--- config.mk ---
export PLATFORM = sky130hd
export DESIGN_NAME = exec_sequencer
export DESIGN_NICKNAME = d
export VERILOG_FILES = /design/src/rtl/exec_sequencer.sv
export SDC_FILE = /design/constraint.sdc
export NUM_CORES = 1
export LEC_CHECK = 0
export CORE_MARGIN = 8
export CORE_UTILIZATION = 41
export CTS_BUF_LIST = sky130_fd_sc_hd__clkbuf_16
export CTS_CLUSTER_SIZE = 28
export DETAILED_ROUTE_END_ITERATION = 16
export SLEW_MARGIN = 20
export SYNTH_ARGS = -nofsm -noshare
export SYNTH_HDL_FRONTEND = slang
export SYNTH_SLANG_ARGS = --single-unit
--- constraint.sdc ---
create_clock -name clk -period 6.05 [get_ports clk]
set_input_delay 1.21 -clock clk [delete_from_list [all_inputs] [get_ports clk]]
set_output_delay 1.21 -clock clk [all_outputs]
set_load 0.02 [all_outputs]
--- src/rtl/exec_sequencer.sv ---
// Three-cycle fetch/decode/execute sequencer for the 8-bit accumulator processor.
// Owns PC, IR, accumulator, carry flag and a 16x8 register file; drives the external ALU.
`ifndef ALU_ADD
`define ALU_ADD 3'd0
`define ALU_SUB 3'd1
`define ALU_AND 3'd2
`define ALU_OR  3'd3
`define ALU_XOR 3'd4
`define ALU_NOT 3'd5
`define ALU_LD  3'd6
`endif

module exec_sequencer (
  input  logic        clk,
  input  logic        rst_n,
  input  logic        run,
  output logic [7:0]  prog_addr,
  input  logic [11:0] prog_data,
  output logic [2:0]  alu_code,
  output logic [7:0]  alu_a,
  output logic [7:0]  alu_b,
  output logic        alu_ci,
  input  logic [7:0]  alu_out,
  input  logic        alu_co,
  output logic [7:0]  accu,
  output logic        carry,
  output logic        halted
);

  typedef enum logic [1:0] {
    ST_FETCH  = 2'd0,
    ST_DECODE = 2'd1,
    ST_EXEC   = 2'd2,
    ST_HALT   = 2'd3
  } state_t;

  state_t      state_r;
  logic [7:0]  pc_r;
  logic [11:0] ir_r;
  logic [7:0]  accu_r;
  logic        carry_r;
  logic        halted_r;
  logic [7:0]  regs_r [16];

  logic [3:0]  opc_s;
  logic [3:0]  ridx_s;
  logic [7:0]  rval_s;
  logic        is_alu_s;
  logic        taken_s;

  assign opc_s  = ir_r[11:8];
  assign ridx_s = ir_r[3:0];
  assign rval_s = regs_r[ridx_s];

  // Combinational opcode decode: ALU drive and branch condition from the current IR.
  always_comb begin
    alu_code = `ALU_ADD;
    alu_b    = 8'h00;
    alu_ci   = 1'b0;
    is_alu_s = 1'b1;
    taken_s  = 1'b0;
    case (opc_s)
      4'h1: alu_b = rval_s;
      4'h2: begin
        alu_b  = rval_s;
        alu_ci = carry_r;
      end
      4'h3: begin
        alu_code = `ALU_SUB;
        alu_b    = rval_s;
      end
      4'h4: begin
        alu_code = `ALU_SUB;
        alu_b    = rval_s;
        alu_ci   = carry_r;
      end
      4'h5: begin
        alu_code = `ALU_AND;
        alu_b    = rval_s;
      end
      4'h6: begin
        alu_code = `ALU_OR;
        alu_b    = rval_s;
      end
      4'h7: begin
        alu_code = `ALU_XOR;
        alu_b    = rval_s;
      end
      4'h8: begin
        alu_code = `ALU_NOT;
        alu_b    = rval_s;
      end
      4'h9: begin
        alu_code = `ALU_LD;
        alu_b    = rval_s;
      end
      4'hA: begin
        alu_code = `ALU_LD;
        alu_b    = ir_r[7:0];
      end
      4'hC: begin
        is_alu_s = 1'b0;
        taken_s  = 1'b1;
      end
      4'hD: begin
        is_alu_s = 1'b0;
        taken_s  = (accu_r == 8'h00);
      end
      4'hE: begin
        is_alu_s = 1'b0;
        taken_s  = carry_r;
      end
      default: is_alu_s = 1'b0;
    endcase
  end

  // Sequencer FSM with architectural state updates at the end of EXEC.
  always_ff @(posedge clk or negedge rst_n) begin
    if (!rst_n) begin
      state_r  <= ST_FETCH;
      pc_r     <= 8'h00;
      ir_r     <= 12'h000;
      accu_r   <= 8'h00;
      carry_r  <= 1'b0;
      halted_r <= 1'b0;
      for (int i = 0; i < 16; i++) begin
        regs_r[i] <= 8'h00;
      end
    end else begin
      case (state_r)
        ST_FETCH: begin
          if (run) begin
            state_r <= ST_DECODE;
          end else begin
            state_r <= ST_FETCH;
          end
        end
        ST_DECODE: begin
          ir_r    <= prog_data;
          pc_r    <= pc_r + 8'd1;
          state_r <= ST_EXEC;
        end
        ST_EXEC: begin
          if (is_alu_s) begin
            accu_r  <= alu_out;
            carry_r <= alu_co;
          end
          if (opc_s == 4'hB) begin
            regs_r[ridx_s] <= accu_r;
          end
          if (taken_s) begin
            pc_r <= ir_r[7:0];
          end
          if (opc_s == 4'hF) begin
            halted_r <= 1'b1;
            state_r  <= ST_HALT;
          end else begin
            state_r  <= ST_FETCH;
          end
        end
        ST_HALT: state_r <= ST_HALT;
        default: state_r <= ST_FETCH;
      endcase
    end
  end

  assign prog_addr = pc_r;
  assign alu_a     = accu_r;
  assign accu      = accu_r;
  assign carry     = carry_r;
  assign halted    = halted_r;

endmodule

Word level (Yosys, flattened, before mapping)

Index checks and enable logic that the tools add are counted.

Bits in registers: 160
Input bits: 24
Output and inout port bits: 38
Word-level logic and storage cells: 74

Add/sub/neg operators: 1
Magnitude comparators: 2
Eq/ne operators: 19
Mux-type cells: 16
Bitwise logic cells: 1
Reductions and logical operators: 13

Operators by type and width:

| cell                                                                  | number |
|---|---|
| 128-bit bitwise mux                                                   | 1 |
| 8-bit binary-select mux with 4-bit select                             | 1 |
| 8-bit demux with 4-bit select                                         | 1 |
| 4-bit == test (second input constant)                                 | 8 |
| 8-bit two-way mux                                                     | 4 |
| 8-bit one-hot mux with 2 select lines                                 | 2 |
| 3-bit one-hot mux with 6 select lines                                 | 1 |
| 4-bit by 3-bit == test with 1-bit output (second input constant)      | 4 |
| 10-bit OR reduction                                                   | 1 |
| 9-bit OR reduction                                                    | 1 |
| 8-bit by 1-bit adder with 8-bit output (second input constant)        | 1 |
| 4-bit by 2-bit == test with 1-bit output (second input constant)      | 2 |
| 8-bit logical NOT                                                     | 1 |
| 2-bit one-hot mux with 4 select lines                                 | 1 |
| 2-bit AND reduction                                                   | 4 |
| 2-bit OR reduction                                                    | 3 |
| 5-bit greater-or-equal comparator (second input constant)             | 1 |
| 5-bit by 1-bit < comparator with 1-bit output (second input constant) | 1 |
| 4-bit NOT with 5-bit output                                           | 1 |
| 2-bit == test (second input constant)                                 | 2 |
| 4-bit by 1-bit == test with 1-bit output (second input constant)      | 1 |
| 1-bit two-way mux                                                     | 3 |
| 1-bit one-hot mux with 3 select lines                                 | 1 |
| 2-bit by 1-bit == test with 1-bit output (second input constant)      | 1 |
| other kinds (5)                                                       | 5 |

Longest topological paths before layout

Depth after elaboration: 6
Mapped depth: 8
Mapped depth without buffers: 4

Worst setup path before layout

Ideal clock, no wire load.

Kind: reg-to-output
Start point: reg ir_r[9]
End point: out alu_b[2]
Arrival: 1.815 ns
Data required time: 4.840 ns
Setup slack: 3.025 ns
Cell stages (with the launch flop): 7
Path buffers: 2
Cell sequence: dfrtp_1 > buf_2 > nor2_1 > mux2i_1 > clkbuf_1 > a41oi_1 > a21oi_1

Cells in the longest elaborated chain, start to end: 3
Elaborated cells on any way between the ends: 12
Those cells by class: 10 x eq/ne; 1 x mux; 1 x reduce/logical

RTL lines:

| what                                    | line | text |
|---|---|---|
| start, declared                         | 39   | `logic [11:0] ir_r;` |
| start signal, assigned                  | 139  | `ir_r <= prog_data;` |
| 4-bit == test (tied with other cells)   | 62   | `case (opc_s)` |
| 9-bit OR reduction (no source line)     | -    |  |
| 8-bit one-hot mux with 2 select lines * | 62   |  |
| end, declared                           | 21   | `output logic [7:0] alu_b,` |

Every way passes the cells marked *; elsewhere a longest branch is shown, timed or not.

Worst setup path after layout

Start point: reg ir_r[0]
End point: out alu_b[5]

Cells in the longest elaborated chain, start to end: 5

RTL lines:

| what                                                 | line | text |
|---|---|---|
| 4-bit NOT with 5-bit output (not written as such)    | 53   | `assign rval_s = regs_r[ridx_s];` |
| 8-bit binary-select mux with 4-bit select            | 53   |  |
| 8-bit two-way mux (not written as such) (2 in a row) | 53   |  |
| 8-bit one-hot mux with 2 select lines                | 62   |  |

Every way passes these cells. The select of a mux whose other input is x is not followed.

==> results.py <==
metrics = {
    "run_status": {
        "outcome": "completed",
    },
    "timing": {
        "rsz0062_at_grt": "false",
        "clock_skew_ps": 11.0,
        "hold_violations": 0,
        "min_period_ps": 4490,
        "tns_ps": 0,
        "max_slew_margin": 0.382,
        "layout_setup_ws_ps": 1560,
        "tightest_slew_ps": 928,
        "finalSetupViolCount": 0,
        "post-route-period-util": 0.743,
        "clock.fmax_mhz": 223,
        "drv_slew": 0,
    },
    "worst_setup_path": {
        "setup.worst_path.end_class": "primary output",
        "cp_cell_sequence": "buf_12 -> mux4_2 -> mux2i_1 -> o211ai_1 -> a22o_1 -> clkdlybuf4s50_1",
        "cp.required_ps": 4840,
        "critPathBufInv": 2,
        "critPathSlowestCell": "dfrtp_2",
        "critPathTopFamily": "buffers and inverters",
        "crit_type": "reg2out",
        "critPathMaxStageDelay_ps": 830,
        "arrival_ps": 3280,
        "crit_fanout": 28,
        "cp-start-kind": "flip-flop",
    },
    "pwr": {
        "ir_worst_vdd_v": 0.000249,
        "power_mw": 4.33,
        "p_leak_nw": 4.16,
        "p_per_area_nw_per_um2": 475,
    },
    "yosys": {
        "yosysSeqAreaShare": 0.516,
        "ys_types": 55,
        "synth_nets": 565,
        "synthesis.area_sq_um": 7770,
        "synth_edf_count": 0,
        "synthFlopType": "dfrtp_1",
        "synth.avg_cell_area_sq_um": 14.4,
        "yosys.area.top_type": "dfrtp_1",
        "yosysMostFrequentCell": "dfrtp_1",
        "ys_top_cells_by_count": "dfrtp_1 (160), mux2_2 (146), mux4_2 (26)",
        "async_flop_share": 1.00,
        "yosysWarningCount": 0,
        "yosys-top-cells-area": "dfrtp_1 (52%), mux2_2 (21%), mux4_2 (7.5%)",
        "synth_cells": 540,
        "synth_top_area_share": 0.516,
        "ys_ff_latch": 160,
    },
    "layout": {
        "nets": 608,
        "layout.area.seq_sq_um": 4010,
        "layout-drive-gt1-share": 0.409,
        "final_core_util": 0.488,
        "num_antenna_cells": 0,
        "stdcell_area_sq_um": 9100,
        "fill_cells": 1615,
        "multi_input_area_sq_um": 3500,
        "area_delta_synth_final_pct": 17.2,
    },
    "drt": {
        "wl_um": 18700,
        "detail-route-antenna-nets": 0,
        "vias": 4811,
        "detail_route.wl_per_cell_um": 22.5,
        "route.detailed.drc": 0,
        "dr.pass1.iters": 4,
        "drt_iter0_markers": 251,
        "viasPerCell": 5.80,
    },
    "global_routing": {
        "grtUsageTotal": 0.165,
        "first_global_vias": 5000,
        "gr-total-overflow": 0,
        "grt_start_max_net_pins": 117,
        "grt_pass1_wl_um": 30100,
        "antenna_found_initial": 0,
    },
    "placed_design": {
        "gp_congestion": 0.783,
        "io_buffer_count": 61,
        "dpl_cell_area_sq_um": 8480,
        "dp_hpwl_um": 12200,
        "post-place-ws_ps": 1960,
    },
    "floorplanning": {
        "die_width_um": 154,
        "floorplan.die_area_sq_um": 23600,
        "core_sq_um": 18600,
        "io_pins": 62,
        "initial_core_util": 0.417,
        "rows": 50,
        "die_y_um": 154,
    },
    "clock_network": {
        "cts_setup_buffers": 0,
        "clockBufferDepth": 2,
        "clock_sinks": 160,
        "postCtsHoldBufs": 0,
        "cts_buffers": 17,
        "clk_latency_ps": 430,
        "root_buffer": "clkbuf_16",
        "cts_tree": "done",
        "clkTransAtPathRegs_ps": 60,
        "post_cts_resize_count": 0,
        "cts.htree.levels": 4,
    },
    "flow_run": {
        "drv_cap": 0,
    },
    "hold_path": {
        "hold_class": "reg2reg",
    },
}
==> metal layers <==
layer | vias to the layer above | wire length, um | share of wire | track usage
met5 | - | 0 | 0 | 0
met4 | 0 | 124 | 0.0066 | 0.0350
met3 | 13 | 869 | 0.047 | 0.0423
met2 | 112 | 8940 | 0.48 | 0.261
met1 | 2582 | 8740 | 0.47 | 0.226
li1 | 2104 | - | - | -
==> stage by stage <==
step | instances | hold WS (ps)
after floorplan | 540 | 475
after global placement | 798 | 443
after detailed placement | 798 | 445
after CTS | 830 | 459
after global routing | 830 | 497
final | 830 | 457
==> power by group <==
part           internal [mW]  switching [mW]
clock                  0.689           0.443
sequential              1.30           0.376
combinational          0.747           0.775
total                   2.73            1.59
==> cell usage in the layout, fill, tap and decap left out, drive strengths merged, types with 3 or more instances in the layout <==
cell type | netlist | final
buf | 26 | 7
and3 | 3 | 3
nor3 | 4 | 4
clkbuf | 18 | 18
a21oi | 8 | 8
clkdlybuf4s50 | 0 | 60
nor2 | 23 | 23
o21ai | 4 | 4
clkinv | 0 | 4
a31oi | 6 | 6
o2bb2a | 3 | 3
nand4 | 3 | 3
nand3 | 8 | 8
mux2 | 154 | 154
o22ai | 6 | 6
mux4 | 26 | 26
nand2 | 15 | 15
dfrtp | 160 | 160
inv | 1 | 5
nand3b | 3 | 3
a22o | 3 | 3
o22a | 6 | 6
clkinvlp | 0 | 3
nand2b | 5 | 5
o211ai | 5 | 5
a32oi | 3 | 3
bufinv | 0 | 4
or3b | 3 | 3
mux2i | 18 | 18
==> sequential cells by signal, indices dropped and copies added (netlist names) <==
name,flops
accu,8
prog_addr,8
state_r,2
carry,1
ir_r,12
regs_r,128
halted,1
==> cell families after synthesis <==
family | share of synthesized area
buf+inv | 0.0333
mux | 0.326
xor+xnor | 0.00226
simple gates | 0.0698
flops | 0.516
fa+ha+maj | 0.00161
compound gates | 0.0517
==> worst paths after layout <==
check | start | to | slack [ps] | cells past startpoint
setup / recovery | ir_r[0]$_DFFE_PN0P_ | alu_b[5] | 1560 | 6
hold / removal | halted$_DFFE_PN0P_ | halted$_DFFE_PN0P_ | 460 | 1
setup reg to reg | accu[3]$_DFFE_PN0P_ | prog_addr[6]$_DFFE_PN0P_ | 3560 | 4
hold reg to reg | halted$_DFFE_PN0P_ | halted$_DFFE_PN0P_ | 460 | 1
max in group asynchronous | rst_n | regs_r[13]$_DFFE_PN0P_ | 3980 | 2
min in group asynchronous | rst_n | accu[1]$_DFFE_PN0P_ | 930 | 1
==> final cells by class <==
type,instances,area share
Multi-Input combinational cell,335,0.385
Inverter,1,0.000412
Tap cell,234,0.0322
Clock buffer,17,0.0467
Clock inverter,15,0.0213
Sequential cell,160,0.440
Timing Repair Buffer,68,0.0746
Power figures use the tool's default switching activity.
